$ cat src/rtl/fetch_pkg.sv
// fetch_pkg: shared entry type and instruction size for the fetch front end
package fetch_pkg;
    localparam int INST_BYTES = 4;
    localparam int FETCH_XLEN = 32;
    typedef struct packed {
        logic [FETCH_XLEN-1:0] pc;
        logic [FETCH_XLEN-1:0] inst;
    } fetch_entry_t;
endpackage

$ cat src/rtl/fetch_if.sv
// fetch_if: memory request/response, redirect and decode handshakes of the fetch unit
interface fetch_if #(parameter int XLEN = 32);
    logic            imem_req;
    logic [XLEN-1:0] imem_addr;
    logic            imem_gnt;
    logic            imem_rvalid;
    logic [XLEN-1:0] imem_rdata;
    logic            redirect_valid;
    logic [XLEN-1:0] redirect_pc;
    logic            inst_valid;
    logic            inst_ready;
    logic [XLEN-1:0] inst_data;
    logic [XLEN-1:0] inst_pc;
    modport master (
        output imem_req, imem_addr, inst_valid, inst_data, inst_pc,
        input  imem_gnt, imem_rvalid, imem_rdata, redirect_valid, redirect_pc, inst_ready
    );
    modport slave (
        input  imem_req, imem_addr, inst_valid, inst_data, inst_pc,
        output imem_gnt, imem_rvalid, imem_rdata, redirect_valid, redirect_pc, inst_ready
    );
endinterface

$ cat src/rtl/fetch_fifo.sv
// fetch_fifo: synchronous flushable FIFO; pointers carry one extra bit to tell full from empty
module fetch_fifo #(
    parameter int DEPTH = 4,
    parameter int WIDTH = 64
) (
    input  logic                         CLK,
    input  logic                         RSTa,
    input  logic                         flush,
    input  logic                         push,
    input  logic                         pop,
    input  logic [WIDTH-1:0]             din,
    output logic [WIDTH-1:0]             dout,
    output logic [$clog2(DEPTH+1)-1:0]   count
);
    localparam int AW = $clog2(DEPTH);
    localparam int CW = $clog2(DEPTH+1);
    logic [WIDTH-1:0] mem [DEPTH];
    logic [AW:0]      wptr, rptr;
    logic             do_push, do_pop;
    always_comb begin
        count   = CW'(wptr - rptr);
        do_pop  = pop && count != '0;
        do_push = push && (count != CW'(DEPTH) || do_pop);
        dout    = mem[rptr[AW-1:0]];
    end
    always_ff @(posedge CLK) begin
        if (RSTa || flush) begin
            wptr <= '0;
            rptr <= '0;
        end else begin
            if (do_push) wptr <= wptr + 1'b1;
            if (do_pop) rptr <= rptr + 1'b1;
        end
    end
    always_ff @(posedge CLK)
        if (do_push) mem[wptr[AW-1:0]] <= din;
endmodule

$ cat src/rtl/fetch_unit.sv
// fetch_unit: sequential instruction fetch with prefetch queue, credit flow control and redirect flush
module fetch_unit
    import fetch_pkg::*;
#(
    parameter int              XLEN     = 32,
    parameter int              DEPTH    = 4,
    parameter logic [XLEN-1:0] RESET_PC = '0
) (
    input logic     CLK,
    input logic     RSTa,
    fetch_if.master bus
);
    localparam int              CW    = $clog2(DEPTH+1);
    localparam logic [XLEN-1:0] STEP  = XLEN'(INST_BYTES);
    localparam logic [XLEN-1:0] ALIGN = ~XLEN'(INST_BYTES - 1);
    typedef struct packed {
        logic [XLEN-1:0] pc;
        logic [XLEN-1:0] inst;
    } entry_t;
    logic [XLEN-1:0] fetch_pc, resp_pc, target;
    logic [CW-1:0]   count, inflight, discard, inflight_left;
    logic [CW:0]     credit_used;
    logic            fire, drop, push, pop;
    entry_t          head;
    always_comb begin
        target         = bus.redirect_pc & ALIGN;
        credit_used    = {1'b0, count} + {1'b0, inflight};
        bus.imem_req   = !RSTa && !bus.redirect_valid && credit_used < (CW+1)'(DEPTH);
        bus.imem_addr  = fetch_pc;
        bus.inst_valid = !RSTa && !bus.redirect_valid && count != '0;
        bus.inst_pc    = head.pc;
        bus.inst_data  = head.inst;
        fire           = bus.imem_req && bus.imem_gnt;
        drop           = discard != '0;
        push           = bus.imem_rvalid && !drop && !bus.redirect_valid;
        pop            = bus.inst_valid && bus.inst_ready;
        inflight_left  = inflight - CW'(bus.imem_rvalid);
    end
    // every response still outstanding at a redirect belongs to the old stream
    always_ff @(posedge CLK) begin
        if (RSTa) begin
            fetch_pc <= RESET_PC;
            resp_pc  <= RESET_PC;
            inflight <= '0;
            discard  <= '0;
        end else begin
            inflight <= inflight_left + CW'(fire);
            if (bus.redirect_valid) begin
                fetch_pc <= target;
                resp_pc  <= target;
                discard  <= inflight_left;
            end else begin
                if (fire) fetch_pc <= fetch_pc + STEP;
                if (push) resp_pc <= resp_pc + STEP;
                if (bus.imem_rvalid && drop) discard <= discard - 1'b1;
            end
        end
    end
    always_ff @(posedge CLK)
        if (!RSTa) assert (!(bus.imem_rvalid && inflight == '0));
    fetch_fifo #(.DEPTH(DEPTH), .WIDTH($bits(entry_t))) u_fifo (
        .CLK   (CLK),
        .RSTa  (RSTa),
        .flush (bus.redirect_valid),
        .push  (push),
        .pop   (pop),
        .din   ({resp_pc, bus.imem_rdata}),
        .dout  (head),
        .count (count)
    );
endmodule

$ cat src/flat_wrapper.sv
// flat-port wrapper written by rule: the top's interface ports become plain ports
module fetch_unit_flat import fetch_pkg::*;
#(
    parameter int              XLEN     = 32,
    parameter int              DEPTH    = 4,
    parameter logic [XLEN-1:0] RESET_PC = '0
)
  (CLK, RSTa, bus_imem_req, bus_imem_addr, bus_inst_valid, bus_inst_data, bus_inst_pc, bus_imem_gnt, bus_imem_rvalid, bus_imem_rdata, bus_redirect_valid, bus_redirect_pc, bus_inst_ready);
  fetch_if #(.XLEN(XLEN)) bus_i ();
  input logic CLK;
  input logic RSTa;
  output wire logic [$bits(bus_i.imem_req)-1:0] bus_imem_req;
  output wire logic [$bits(bus_i.imem_addr)-1:0] bus_imem_addr;
  output wire logic [$bits(bus_i.inst_valid)-1:0] bus_inst_valid;
  output wire logic [$bits(bus_i.inst_data)-1:0] bus_inst_data;
  output wire logic [$bits(bus_i.inst_pc)-1:0] bus_inst_pc;
  input wire logic [$bits(bus_i.imem_gnt)-1:0] bus_imem_gnt;
  input wire logic [$bits(bus_i.imem_rvalid)-1:0] bus_imem_rvalid;
  input wire logic [$bits(bus_i.imem_rdata)-1:0] bus_imem_rdata;
  input wire logic [$bits(bus_i.redirect_valid)-1:0] bus_redirect_valid;
  input wire logic [$bits(bus_i.redirect_pc)-1:0] bus_redirect_pc;
  input wire logic [$bits(bus_i.inst_ready)-1:0] bus_inst_ready;
  assign bus_imem_req = bus_i.imem_req;
  assign bus_imem_addr = bus_i.imem_addr;
  assign bus_inst_valid = bus_i.inst_valid;
  assign bus_inst_data = bus_i.inst_data;
  assign bus_inst_pc = bus_i.inst_pc;
  assign bus_i.imem_gnt = bus_imem_gnt;
  assign bus_i.imem_rvalid = bus_imem_rvalid;
  assign bus_i.imem_rdata = bus_imem_rdata;
  assign bus_i.redirect_valid = bus_redirect_valid;
  assign bus_i.redirect_pc = bus_redirect_pc;
  assign bus_i.inst_ready = bus_inst_ready;
  fetch_unit #(.XLEN(XLEN), .DEPTH(DEPTH), .RESET_PC(RESET_PC)) u_core (.CLK(CLK), .RSTa(RSTa), .bus(bus_i));
endmodule
$ cat config.mk
export PLATFORM = sky130hd
export DESIGN_NAME = fetch_unit_flat
export DESIGN_NICKNAME = d
export VERILOG_FILES = /design/src/rtl/fetch_pkg.sv /design/src/rtl/fetch_if.sv /design/src/rtl/fetch_fifo.sv /design/src/rtl/fetch_unit.sv /design/src/flat_wrapper.sv
export SDC_FILE = /design/constraint.sdc
export NUM_CORES = 1
export LEC_CHECK = 0
export CAP_MARGIN = 20
export CORE_ASPECT_RATIO = 1.75
export CORE_UTILIZATION = 30
export DETAILED_ROUTE_END_ITERATION = 7
export GPL_TIMING_DRIVEN = 0
export PLACE_DENSITY_LB_ADDON = 0.15
export SETUP_SLACK_MARGIN = 0.2
export SYNTH_ARGS = -nofsm -noshare
export SYNTH_HDL_FRONTEND = slang
export SYNTH_SLANG_ARGS = --single-unit
$ cat constraint.sdc
create_clock -name CLK -period 7.2 [get_ports CLK]
set_input_delay 1.44 -clock CLK [delete_from_list [all_inputs] [get_ports CLK]]
set_output_delay 1.44 -clock CLK [all_outputs]
set_load 0.005 [all_outputs]
==> flow_summary.ini, run 1 <==
[synthesis]
async_flop_share_pct = 0
synth_area_leader_cell = edfxtp_1
synth_area_um2 = 13200
synth_warnings = 0
syn_area_per_cell_um2 = 16.0
synth-edff-count = 248
yosys-top-cells-count = 248 x edfxtp_1, 74 x dfxtp_1, 62 x mux4_2
yosysMostFrequentCell = edfxtp_1
synth_xor_area_share_pct = 3.04
syn_inst = 821
synth_compound_area_share_pct = 5.98
synthMuxAreaShare_pct = 10.9
yosysTopAreaCellShare_pct = 56.6
yosys.area_share.simple_pct = 8.20
synthFlopType = edfxtp_1
synth_top_family_by_area = multiplexers
synth.distinct_cells = 63
synth_fa_ha_area_share_pct = 1.67
yosys-top-cells-area = edfxtp_1 57%, dfxtp_1 11%, mux4_2 11%
yosysSeqAreaShare_pct = 67.9
ys_ff_latch = 322

[final_layout]
design_area_um2 = 16700
fin_nets = 1112
stdcell_count = 1617
drive_gt1_share_pct = 14.5
num_antenna_cells = 0
syn_to_final_growth_pct = 27.1

[sta]
final-setup-viol-count = 0
period_needed_ns = 5.03
skew_ns = 0.0141
setup_tns_ns = 0
fin_crit_sh_pct = 69.9
drv_slew = 0
worstMarginPinSlew_ns = 0.953
relSlewSlack_pct = 35.9
fmax_mhz = 199
finalHoldViolCount = 0
hold_ws_ns = 0.513
rsz0062_at_grt = false

[placed_design]
placed_cells = 1555
place_hpwl_um = 23100
io_buffers = 161
finalWeightedCongestion = 0.889
postPlaceCellArea_um2 = 15600

[clock_network]
cts_tree = built
postCtsHoldBufs = 0
cts.sinks = 322
cts-root-buf = clkbuf_16
ctsResizeCount = 0
h-tree-depth = 2
cts_inserted_buffers = 34
post_cts_buffers = 0
clk_latency_ns = 0.52
clockBufferDepth = 3
clk_transition_reported_paths_ns = 0.06

[worst_setup_path]
path_max_fanout = 10
reg2regPathDepth = 13
rrSetupSlack_ns = 3.78
required_ns = 5.76
crit_type = input pin to output pin
start_kind = input pin
r2r-start = u_core.u_fifo.wptr[0]$_SDFFE_PP0P_
arrival_ns = 3.59
crit_end = bus_inst_valid
end_kind = output pin
crit_path_start = bus_redirect_valid
r2r_end = u_core.bus.imem_addr[16]$_SDFFE_PP0P_

[grt]
antenna_found_initial = 0
met2_usage_pct = 28.8
grt_usage_pct = 15.0
grt_pass1_wl_um = 50500
globalRoute.totalOverflow = 0
met1_usage_pct = 16.0
grt_pass1_vias = 8476
top_usage_layer = met2
grt_max_degree = 45
met3_usage_pct = 2.17

[die]
ios = 168
dieHeight_um = 279
start_util_pct = 30.3
core_area_um2 = 43300
fp-row-count = 101
die_w_um = 160
die_area_um2 = 44700

[route]
antenna_left = 0
drt_iter0_markers = 361
firstDrtPassIters = 4
wl_per_cell_um = 20.3
vias_per_cell = 4.83
drc = 0
routed_wl_um = 32800
vias = 7804

[outcome]
status = finished clean

[power]
power_mw = 4.21
ir_drop_uv = 144
p_per_area_nw_per_um2 = 252
power.leakage_nw = 5.41

[job]
drv_cap = 0

[hold_path]
hold_path_class = register to register
## area by class of cell
cell class / instances / area [µm²]
Fill cell: 4106 / 26600
Sequential cell: 322 / 8930
Multi-Input combinational cell: 439 / 3950
Timing Repair Buffer: 165 / 1700
Clock buffer: 46 / 990
Tap cell: 566 / 708
Buffer: 40 / 204
Clock inverter: 16 / 149
Inverter: 23 / 91.3
## kinds of logic after synthesis
family,after synthesis
xor+xnor,44
flops,322
mux,66
compound gates,112
buf+inv,63
fa+ha+maj,17
other cells,1
simple gates,196
## per-stage QoR
stage               worst slack (ns)  utilization (%)
finish                          2.17             38.6
global route                    2.05             38.6
detailed placement              2.10             35.9
CTS                             2.09             38.6
global placement               0.802             35.7
floorplan                       3.07                -
## state kept, by name, summed over array words and instances (netlist names), named ones only
signal	count
u_core.u_fifo.mem	248
u_core.bus.imem_addr	30
u_core.resp_pc	30
u_core.discard	3
u_core.inflight	3
u_core.u_fifo.rptr	3
u_core.u_fifo.wptr	3
## critical path, stage by stage
cell	delay [ns]
clkdlybuf4s50_1	0.69
clkbuf_1	0.60
nor2_1	0.20
o31a_1	0.20
clkdlybuf4s50_1	0.46
## worst min-delay path by stage
stage / start / endpoint / depth (start not counted)
2_1_floorplan: u_core.u_fifo.rptr[1]$_SDFFE_PP0N_ / register / 2
3_3_place_gp: u_core.u_fifo.rptr[2]$_SDFFE_PP0N_ / u_core.u_fifo.rptr[2]$_SDFFE_PP0N_ / 2
3_5_place_dp: u_core.u_fifo.rptr[1]$_SDFFE_PP0N_ / u_core.u_fifo.rptr[1]$_SDFFE_PP0N_ / 2
4_1_cts: u_core.u_fifo.rptr[1]$_SDFFE_PP0N_ / u_core.u_fifo.rptr[1]$_SDFFE_PP0N_ / 2
5_1_grt: u_core.u_fifo.rptr[2]$_SDFFE_PP0N_ / u_core.u_fifo.rptr[2]$_SDFFE_PP0N_ / 2
6_report: u_core.u_fifo.rptr[1]$_SDFFE_PP0N_ / u_core.u_fifo.rptr[1]$_SDFFE_PP0N_ / 2
## cells in the final DEF (no fill, tap or decap), types with 13 or more instances in the layout
master,instances
a21oi_1,21
clkbuf_16,37
clkdlybuf4s50_1,161
mux4_2,62
a21boi_0,14
nor2_1,37
a211oi_1,13
nand3_1,26
nor3_1,13
ha_1,16
dfxtp_1,74
o21a_1,15
o21ai_0,15
clkbuf_1,25
inv_1,22
nand2_1,39
xor2_1,26
xnor2_1,17
nand4_1,26
edfxtp_1,248
## metal layers
metal,vias to the layer above,routed length (µm)
met5,-,0
met2,220,18000
li1,3636,-
met1,3890,12400
met3,58,1190
met4,0,1100
## power breakdown
group	switching, mW	total [mW]	internal (mW)	leakage (nW)
combinational	0.148	0.321	0.173	1.98
clock	0.709	1.78	1.07	0.559
sequential	0.0509	2.11	2.06	2.87
total	0.908	4.21	3.30	5.41
No activity file was read; power rests on OpenSTA's default activity.
==> inputs of run 2 (changes only) <==
clock period = 4.7 ns   (was 7.2 ns; I/O delays follow)
==> results of run 2 <==
The final DEF is identical to that of run 1. Status: finished clean.
Main changes from that run: setup slack after placement 2.10 ns -> 0.599 ns; setup slack after layout 2.17 ns -> 0.638 ns; start point of the critical path bus_redirect_valid -> u_core.u_fifo.wptr[0]$_SDFFE_PP0P_; end point of the critical path bus_inst_valid -> bus_imem_req; register-to-register setup slack 3.78 ns -> 1.28 ns; total power 4.21 mW -> 6.45 mW; worst IR drop on VDD 144 µV -> 220 µV
==> inputs of run 3 (changes only) <==
CORE_MARGIN = 3   (was not set)
CORE_UTILIZATION = 55   (was 30)
HOLD_SLACK_MARGIN = 0.02   (was not set)
==> flow_summary.ini, run 3 (synthesized netlist as in run 1, its figures left out) <==
[sta]
rsz0062_at_grt = false
worst_slack_ns = 0.617
relSlewSlack_pct = 39.8
fmax_mhz = 245
period_needed_ns = 4.08
finalHoldViolCount = 0
drv_slew = 0
fin_crit_sh_pct = 86.9
worstMarginPinSlew_ns = 0.895
skew_ns = 0.0265
final-setup-viol-count = 0

[final_layout]
syn_to_final_growth_pct = 22.9
layout_commonest_cell = edfxtp_1
drive_gt1_share_pct = 13.9
num_antenna_cells = 0
fin_nets = 1105
final_cell_mix = 248 x edfxtp_1, 161 x clkdlybuf4s50_1, 74 x dfxtp_1
final_util_pct = 69.0
n_fill_cell = 1607
largest_reg_flops = 248

[clock_network]
clk_transition_reported_paths_ns = 0.07
cts.sinks = 322
h-tree-depth = 1
cts_inserted_buffers = 27
postCtsHoldBufs = 0
ctsResizeCount = 0
clockBufferDepth = 3
cts-root-buf = clkbuf_16
post_cts_buffers = 0
cts_tree = built
clk_latency_ns = 0.55

[worst_setup_path]
start_kind = register
cp_slowest_cell = clkdlybuf4s50_1
slowest_delay_ns = 0.49
path_max_fanout = 4
timing.critical_path.buf_inv = 3
arrival_ns = 3.14
crit_family = adder cells
crit_chain = inv_1, ha_1, inv_1, fa_1, xnor3_1, ha_1, nor4_4, o211a_1, clkdlybuf4s50_1
reg2regPathDepth = 13
required_ns = 3.76
r2r_end = u_core.bus.imem_addr[16]$_SDFFE_PP0P_
rrSetupSlack_ns = 1.23
crit_type = register to output pin
end_kind = output pin
r2r-start = u_core.u_fifo.wptr[0]$_SDFFE_PP0P_

[grt]
grt_max_degree = 55
antenna_found_initial = 0
grt_pass1_vias = 8288
grt_usage_pct = 22.4
globalRoute.totalOverflow = 0
grt_pass1_wl_um = 44500

[route]
wl_per_cell_um = 20.9
firstDrtPassIters = 5
routed_wl_um = 28000
drt_iter0_markers = 558
drc = 0
vias_per_cell = 5.82
antenna_left = 0
vias = 7806

[hold_path]
min_to = u_core.u_fifo.rptr[2]$_SDFFE_PP0N_
min-delay-start = u_core.u_fifo.rptr[2]$_SDFFE_PP0N_
min_path_cells = 2
hold_path_class = register to register

[die]
core_area_um2 = 23400
fp-row-count = 74
ios = 168
start_util_pct = 56.1
dieHeight_um = 211
die_area_um2 = 25900
die_w_um = 123

[power]
power.leakage_nw = 5.29
ir_drop_uv = 228
p_per_area_nw_per_um2 = 366

[placed_design]
place_hpwl_um = 19400
dp_slack_ns = 0.803
io_buffers = 161
finalWeightedCongestion = 0.928

[outcome]
status = finished clean

[job]
drv_cap = 0
-- run 3: worst max-delay path by stage --
stage | to | cells past startpoint | startpoint
finish | bus_imem_req | 9 | u_core.u_fifo.wptr[0]$_SDFFE_PP0P_
global placement | u_core.u_fifo.mem[3][19]$_DFFE_PP_ | 4 | bus_imem_rvalid
global route | bus_imem_req | 9 | u_core.u_fifo.wptr[0]$_SDFFE_PP0P_
floorplan | u_core.u_fifo.mem[3][0]$_DFFE_PP_ | 4 | RSTa
CTS | bus_imem_req | 9 | u_core.u_fifo.wptr[0]$_SDFFE_PP0P_
detailed placement | bus_inst_valid | 5 | bus_redirect_valid
-- run 3: cell type report --
type / count / area, µm² / share of cell area, %
multi-input combinational: 439 / 3950 / 24.4
inverter: 23 / 91.3 / 0.565
clock buffer: 36 / 773 / 4.78
tap: 304 / 380 / 2.35
sequential: 322 / 8930 / 55.2
clock inverter: 12 / 114 / 0.705
timing repair buffer: 165 / 1720 / 10.7
buffer: 40 / 204 / 1.26
-- run 3: per-layer routing --
metal  up-vias  share of wire [%]  global-route usage, %
li1       3610                  -                      -
met1      3821                 37                   26.9
met2       303                 53                   39.2
met3        72                5.7                   3.19
met4         0                4.6                   10.8
met5         -                  0                      0
-- run 3: where the power goes --
| part | switching, mW | leakage (nW) | total (mW) | internal [mW] |
|---|---|---|---|---|
| registers | 0.0772 | 2.87 | 3.23 | 3.15 |
| logic | 0.216 | 1.99 | 0.481 | 0.264 |
| clock network | 0.977 | 0.428 | 2.21 | 1.23 |
| total | 1.27 | 5.29 | 5.92 | 4.65 |
-- run 3: metrics by stage --
step,std cells,total power [mW],setup TNS (ns),hold slack (ns),cell area (µm²)
after floorplan,824,3.50,0,0.464,13200
after global placement,1289,3.76,-181.71,0.495,15200
after detailed placement,1293,3.78,0,0.512,15300
after CTS,1341,5.99,0,0.531,16200
after global routing,1341,6.15,0,0.555,16200
final,1341,5.92,0,0.525,16200
-- run 3: worst min-delay path: cells and delay by family, from the launching register on --
family | cells | cell delay, ns
flops | 1 | 0.35
simple gates | 1 | 0.07
xor+xnor | 1 | 0.07
